## src/rtl/mem_fill_arbiter.sv

```systemverilog
// -----------------------------------------------------------------------------
// mem_fill_arbiter
//
// Owns the single shared main-memory port. Arbitrates between D-side
// write-through stores, D-cache miss fills and I-cache miss fills (in that
// priority order), sequences every block fill as back-to-back pipelined word
// reads, and steers the returned words into the granted cache's fill port.
//
// Ports
//   clk, rst_n               clock, asynchronous active-low reset
//   imiss_req/imiss_addr     I-cache miss request (level) and byte address
//   dmiss_req/dmiss_addr     D-cache miss request (level) and byte address
//   dwr_req/dwr_addr/dwr_data  D-side write-through store (level)
//   mem_addr/mem_enable/mem_wr/mem_data_in   memory command port
//   mem_data_out/mem_data_valid              memory read return port
//   fill_we_i/fill_we_d/fill_word/fill_data  cache fill write port
//   imiss_done/dmiss_done/dwr_ack            one-cycle completion pulses
// -----------------------------------------------------------------------------
module mem_fill_arbiter #(
   parameter int BLOCK_WORDS = 8,
   parameter int ADDR_W      = 16
) (
   input  logic                           clk,
   input  logic                           rst_n,
   input  logic                           imiss_req,
   input  logic [ADDR_W-1:0]              imiss_addr,
   input  logic                           dmiss_req,
   input  logic [ADDR_W-1:0]              dmiss_addr,
   input  logic                           dwr_req,
   input  logic [ADDR_W-1:0]              dwr_addr,
   input  logic [15:0]                    dwr_data,
   output logic [ADDR_W-1:0]              mem_addr,
   output logic                           mem_enable,
   output logic                           mem_wr,
   output logic [15:0]                    mem_data_in,
   input  logic [15:0]                    mem_data_out,
   input  logic                           mem_data_valid,
   output logic                           fill_we_i,
   output logic                           fill_we_d,
   output logic [$clog2(BLOCK_WORDS)-1:0] fill_word,
   output logic [15:0]                    fill_data,
   output logic                           imiss_done,
   output logic                           dmiss_done,
   output logic                           dwr_ack
);

   localparam int WIDX_W = $clog2(BLOCK_WORDS);
   localparam int CNT_W  = WIDX_W + 1;

   localparam logic [CNT_W-1:0]  CNT_FULL = CNT_W'(BLOCK_WORDS);
   localparam logic [CNT_W-1:0]  CNT_ONE  = CNT_W'(1);
   localparam logic [WIDX_W-1:0] RET_LAST = WIDX_W'(BLOCK_WORDS - 1);
   localparam logic [WIDX_W-1:0] RET_ONE  = WIDX_W'(1);
   // A block spans BLOCK_WORDS 16-bit words, i.e. 2*BLOCK_WORDS bytes.
   localparam logic [ADDR_W-1:0] BASE_MASK = ~(ADDR_W'(2 * BLOCK_WORDS - 1));

   localparam logic [1:0] ST_IDLE  = 2'd0;
   localparam logic [1:0] ST_WRITE = 2'd1;
   localparam logic [1:0] ST_FILL  = 2'd2;
   localparam logic [1:0] ST_DONE  = 2'd3;

   logic [1:0]        state_q,     state_d;
   logic [CNT_W-1:0]  issue_cnt_q, issue_cnt_d;
   logic [WIDX_W-1:0] ret_cnt_q,   ret_cnt_d;
   logic              gnt_dside_q, gnt_dside_d;   // 1 = D-cache fill, 0 = I-cache fill
   logic [ADDR_W-1:0] base_q,      base_d;

   logic              issue_active_s;
   logic [ADDR_W-1:0] issue_ofs_s;

   // Issue phase lasts until every word of the block has been requested.
   assign issue_active_s = (state_q == ST_FILL) && (issue_cnt_q < CNT_FULL);
   assign issue_ofs_s    = ADDR_W'({issue_cnt_q, 1'b0});

   // Returned data is passed straight through; only the write enables gate it.
   assign fill_data = mem_data_out;

   // Next-state, counter and grant computation.
   always_comb begin
      state_d     = state_q;
      issue_cnt_d = issue_cnt_q;
      ret_cnt_d   = ret_cnt_q;
      gnt_dside_d = gnt_dside_q;
      base_d      = base_q;
      case (state_q)
         ST_IDLE: begin
            if (dwr_req) begin
               state_d = ST_WRITE;
            end else if (dmiss_req) begin
               gnt_dside_d = 1'b1;
               base_d      = dmiss_addr & BASE_MASK;
               state_d     = ST_FILL;
            end else if (imiss_req) begin
               gnt_dside_d = 1'b0;
               base_d      = imiss_addr & BASE_MASK;
               state_d     = ST_FILL;
            end else begin
               state_d = ST_IDLE;
            end
         end
         ST_WRITE: begin
            state_d = ST_IDLE;
         end
         ST_FILL: begin
            if (issue_active_s) begin
               issue_cnt_d = issue_cnt_q + CNT_ONE;
            end else begin
               issue_cnt_d = issue_cnt_q;
            end
            // Issue and return overlap; completion is driven by returns only.
            if (mem_data_valid) begin
               ret_cnt_d = ret_cnt_q + RET_ONE;
               if (ret_cnt_q == RET_LAST) begin
                  state_d = ST_DONE;
               end else begin
                  state_d = ST_FILL;
               end
            end else begin
               ret_cnt_d = ret_cnt_q;
            end
         end
         ST_DONE: begin
            issue_cnt_d = '0;
            ret_cnt_d   = '0;
            state_d     = ST_IDLE;
         end
         default: begin
            state_d = ST_IDLE;
         end
      endcase
   end

   // State and datapath registers.
   always_ff @(posedge clk or negedge rst_n) begin
      if (!rst_n) begin
         state_q     <= ST_IDLE;
         issue_cnt_q <= '0;
         ret_cnt_q   <= '0;
         gnt_dside_q <= 1'b0;
         base_q      <= '0;
      end else begin
         state_q     <= state_d;
         issue_cnt_q <= issue_cnt_d;
         ret_cnt_q   <= ret_cnt_d;
         gnt_dside_q <= gnt_dside_d;
         base_q      <= base_d;
      end
   end

   // Output decode from the registered state; returns outside FILL are ignored.
   always_comb begin
      mem_addr    = '0;
      mem_enable  = 1'b0;
      mem_wr      = 1'b0;
      mem_data_in = 16'h0000;
      fill_we_i   = 1'b0;
      fill_we_d   = 1'b0;
      fill_word   = '0;
      imiss_done  = 1'b0;
      dmiss_done  = 1'b0;
      dwr_ack     = 1'b0;
      case (state_q)
         ST_WRITE: begin
            mem_enable  = 1'b1;
            mem_wr      = 1'b1;
            mem_addr    = dwr_addr;
            mem_data_in = dwr_data;
            dwr_ack     = 1'b1;
         end
         ST_FILL: begin
            if (issue_active_s) begin
               mem_enable = 1'b1;
               mem_addr   = base_q + issue_ofs_s;
            end else begin
               mem_enable = 1'b0;
            end
            fill_word = ret_cnt_q;
            if (mem_data_valid) begin
               fill_we_d = gnt_dside_q;
               fill_we_i = ~gnt_dside_q;
            end else begin
               fill_we_d = 1'b0;
               fill_we_i = 1'b0;
            end
         end
         ST_DONE: begin
            dmiss_done = gnt_dside_q;
            imiss_done = ~gnt_dside_q;
         end
         default: begin
            mem_enable = 1'b0;
         end
      endcase
   end

endmodule

```

## config.mk

```make
export PLATFORM = sky130hd
export DESIGN_NAME = mem_fill_arbiter
export DESIGN_NICKNAME = d
export VERILOG_FILES = /design/src/rtl/mem_fill_arbiter.sv
export SDC_FILE = /design/constraint.sdc
export NUM_CORES = 1
export LEC_CHECK = 0
export BUFFER_PORTS_ARGS = -buffer_cell sky130_fd_sc_hd__buf_2
export CORE_MARGIN = 1
export CORE_UTILIZATION = 40
export DETAILED_ROUTE_END_ITERATION = 10
export HOLD_SLACK_MARGIN = 0.15
export PLACE_DENSITY = 0.92
export SLEW_MARGIN = 20
export SYNTH_ARGS = -nofsm -noshare
export SYNTH_HDL_FRONTEND = slang
export SYNTH_SLANG_ARGS = --single-unit
```

## constraint.sdc

```tcl
create_clock -name clk -period 2.12 [get_ports clk]
set_input_delay 0.424 -clock clk [delete_from_list [all_inputs] [get_ports clk]]
set_output_delay 0.424 -clock clk [all_outputs]
set_load 0.1 [all_outputs]
```

Yosys cells after proc, flatten, opt, wreduce, memory -nomap -nowiden
Index checks and enable logic that the tools add are counted. W data, S select, Z words.

Output and inout port bits: 58. Word-level logic and storage cells: 52. Flip-flop bits (word level): 26. Input port bits: 86.

Bitwise logic cells: 2. Equality and inequality tests: 6. $lt $le $gt $ge: 1. Multiplexer cells: 27. Reductions and logical operators: 8. Add/sub/neg operators: 3.

Operators by type and width (count): $mux W16 (4); $pmux W16 S2 (1); $add A16 B5 Y16 (1); $mux W1 (11); $mux W2 (4); $pmux W4 S2 (1); $mux W3 (2); $pmux W2 S3 (1); $pmux W3 S2 (1); $add A4 B1 Y4 const B (1); $eq A2 B2 Y1 const B (2); $lt A4 B4 Y1 const B (1); $mux W4 (1); $ne A2 B2 Y1 const B (2); $reduce_and A2 Y1 (2); $reduce_bool A2 Y1 (2); $add A3 B1 Y3 const B (1); $eq A3 B3 Y1 const B (1); $reduce_and A3 Y1 (1); $eq A2 B1 Y1 const B (1); $logic_not A2 Y1 (1); $not A1 Y1 (2); $pmux W1 S2 (1); $reduce_or A2 Y1 (1); $logic_and A1 B1 Y1 (1).

Depth between registers and ports, before layout
Depth after elaboration: 4. Depth in mapped cells: 7. Gate-level depth less buffers: 6.

Worst setup path before layout
No wires, ideal clock.

Path type: reg2out. Start point: register issue_cnt_q[3]. End point: output mem_addr[14]. Data arrival time: 3458 ps. Required time: 1696 ps. Setup slack: -1762 ps. Stages on the path, launching flop included: 7. Cell sequence: dfrtp_1 ha_1 ha_1 and4_1 nor3b_2 xnor2_1 o21ai_0.

Word-level cells in the longest chain between the ends: 4. Elaborated cells between the ends (all ways): 5. Classes of those cells: add/sub: 1; order compare: 1; mux: 2; reduce/logical: 1.

Ends and longest elaborated chain: from (decl) (line 63) `logic [CNT_W-1:0] issue_cnt_q, issue_cnt_d;`; from (signal assigned) (line 143) `issue_cnt_q <= issue_cnt_d;`; parallel branches: the longest is 2 deep, another holds $add A16 B5 Y16; $mux W16 * (line 171) `if (issue_active_s) begin`; $pmux W16 S2 * (line 162) `case (state_q)`; to (decl) (line 32) `output logic [ADDR_W-1:0] mem_addr,`.

Every way passes the cells marked *.

Final worst setup path
Start point: register base_q[5]. End point: output mem_addr[12].

Word-level cells in the longest chain between the ends: 3.

Ends and longest elaborated chain: from (decl) (line 66) `logic [ADDR_W-1:0] base_q, base_d;`; from (signal assigned) (line 146) `base_q <= base_d;`; $add A16 B5 Y16 (line 173) `mem_addr = base_q + issue_ofs_s;`; $mux W16 (line 171); $pmux W16 S2 (line 162).

Every way passes these cells.

==> impl_metrics.ini <==
[timing]
finalSetupViolCount = 16
rsz0062_at_grt = yes
slew_headroom = 0.660
finClkSkew_ns = 0.00388
hold-worst-slack_ns = 0.428
tns_ns = -1.53
post-route-period-util = 1.11
fmax_ghz = 0.426
hold_viol_final = 0
maxSlewViolCount = 0
worst_slew_pin_slew_ns = 0.510
setup_ws_ns = -0.228
period_minus_slack_ns = 2.35

[power]
p_comb_frac = 0.778
p_int_mw = 2.68
p_sw_frac = 0.550
powerDensity_nw_per_um2 = 1680
clock_power_share = 0.066
switchingPower_mw = 3.28
ir_drop_uv = 808
leakage_nw = 1.67
seqPwrFrac = 0.156

[global_routing]
grt_pass1_vias = 2065
antenna_found_initial = 0
overflow = 0
grt_usage = 0.265
grt_pass1_wl_um = 10200
grt_max_degree = 25

[layout]
drive_gt1_frac = 0.633
num_antenna_cells = 0
area_delta_synth_final_pct = 90.9
nets = 416
final_cell_mix = buf_2, buf_12, nand2_1
final_common_cell = buf_2

[setup_path]
crit_arrival_ns = 1.92
cp-end-kind = primary output
crit_end = mem_addr[12]
r2r_setup_slack_ns = 0.49
critical_path_class = reg -> out
startpoint = base_q[5]$_DFFE_PN0P_
crit_fanout = 3
r2r_end = base_q[11]$_DFFE_PN0P_
startpoint_type = flop
r2r_start = state_q[0]$_DFFE_PN0P_
cp_data_required_time_ns = 1.70
ff2ff_path_depth = 6

[drt]
met3WireLength_um = 330
drc = 0
dr.pass1.iters = 4
dr_wl_met2_um = 3950
drt-met1-wl_um = 2860
routedWlPerCell_um = 20.1
highest_layer = met4
wl_um = 7470
ant_nets = 0
post_drt_via_cell_ratio = 5.60
drt_iter0_drc = 77
vias = 2078

[floorplanning]
ios = 144
die_h_um = 70.2
dieArea_um2 = 4930
placementRows = 24
initial_core_util = 0.422
core_area_um2 = 4410
die_w_um = 70.2

[logic_synthesis]
synth-seq-cells = 22
syn_area_um2 = 1860
synth_fp_nets = 311
synth.avg_cell_area_um2 = 8.67
synth_area_leader_cell = dfrtp_1
synth_top_area_frac = 0.296
yosysWarnings = 0
ys_types = 38
synth_edf_count = 0
synth_ff_type = dfrtp_1
yosys-top-cells-area = dfrtp_1, buf_4, and2_1
yosysSeqAreaShare = 0.296
syn_inst = 215
async_flop_share = 1.00

[clock_network]
htreeDepth = 1
cts_tree = built
numCtsBuffers = 3
clk_latency_ns = 0.27
cts_root_buffer = clkbuf_8
numClockSinks = 22
clk_pin_slew_worst_paths_ns = 0.08
clk_path_buf_depth = 2

[outcome]
status = finished with violations
violations = negative setup slack

[placed_design]
io_buffers = 103
dp_hpwl_um = 4530
gp_congestion = 0.782

[job]
drv_cap = 0

[min_path]
holdCritPathClass = in -> reg
-- per-layer routing --
metal	GRT usage	vias to the layer above
met2	0.503	110
li1	-	930
met1	0.288	1006
met4	0.120	0
met3	0.0346	32
met5	0	-
-- what timing repair did --
item | CTS | global route
hold buffers | 1 | 0
hold endpoints to repair | 22 | 0
setup buffers | 5 | 5
endpoints found under the setup margin | 18 | 21
cloned | 0 | 2
resized for setup | 29 | 19
pin swaps | 14 | 8
-- power groups by stage --
stage | combinational, mW | sequential, mW | clock (mW)
2_1_floorplan | 2.90 | 0.795 | 0
6_report | 4.64 | 0.932 | 0.394
3_3_place_gp | 3.94 | 0.829 | 0
5_1_grt | 4.78 | 0.950 | 0.410
4_1_cts | 4.32 | 0.866 | 0.389
3_5_place_dp | 4.05 | 0.856 | 0
-- Yosys cell counts, types with 2 or more instances --
library cell / instances
nand2_1: 34
o21ai_2: 8
o21ai_1: 5
ha_1: 10
nor3_1: 2
xor2_1: 4
nor2b_1: 2
buf_4: 19
nand4_1: 3
inv_1: 5
o21ai_0: 12
buf_2: 3
clkbuf_1: 4
dfrtp_1: 22
mux2i_1: 12
xnor2_1: 6
and3_1: 2
nor2_1: 8
a22o_1: 13
mux2_2: 2
and2_1: 22
-- layout make-up --
type	count	area (um2)
multi-input combinational	162	1480
fill	228	858
clock inverter	1	30.0
timing repair buffer	126	1370
sequential	22	551
clock buffer	3	41.3
inverter	5	18.8
tap	52	65.1
-- flip-flops by register name, indices dropped and copies added (netlist names) --
signal       cells
base_q          12
issue_cnt_q      4
ret_cnt_q        3
state_q          2
gnt_dside_q      1
-- how the worst min path moves through the flow --
stage	start	to	depth (start not counted)
finish	imiss_addr[10]	base_q[10]$_DFFE_PN0P_	3
CTS	dmiss_addr[12]	base_q[12]$_DFFE_PN0P_	3
global placement	rst_n	base_q[12]$_DFFE_PN0P_	1
detailed placement	rst_n	base_q[12]$_DFFE_PN0P_	1
floorplan	rst_n	base_q[10]$_DFFE_PN0P_	0
global route	imiss_addr[10]	base_q[10]$_DFFE_PN0P_	3
-- stage by stage --
| stage | instances | power (mW) | worst slack, ns | utilization | cell area (um2) |
|---|---|---|---|---|---|
| after floorplan | 215 | 3.69 | -0.561 | - | 2050 |
| after global placement | 354 | 4.77 | 0.0332 | 0.709 | 3130 |
| after detailed placement | 354 | 4.91 | -0.0987 | 0.709 | 3130 |
| after CTS | 364 | 5.57 | -0.183 | 0.769 | 3390 |
| after global routing | 371 | 6.15 | -0.288 | 0.806 | 3560 |
| final | 371 | 5.96 | -0.228 | 0.806 | 3560 |
-- kinds of logic (layout without fill, tap and decap cells) --
family                   count (synthesis)  in the layout  share of synthesized area
AND/OR/NAND/NOR                         83             84                      0.234
AO/OA/AOI/OAI                           43             43                      0.163
buffers and inverters                   32            135                      0.109
flip-flops                              22             22                      0.296
multiplexers                            15             15                     0.0846
adder cells (fa/ha/maj)                 10             10                     0.0672
XOR/XNOR                                10             10                     0.0470
-- worst max-delay path: stages, from the launching register on --
cell	delay (ns)
dfrtp_1	0.53
ha_4	0.19
and4_4	0.24
nand4_1	0.14
xor2_1	0.20
o21ai_4	0.18
buf_12	0.19
Note: power is estimated with default switching activity, not from simulation.
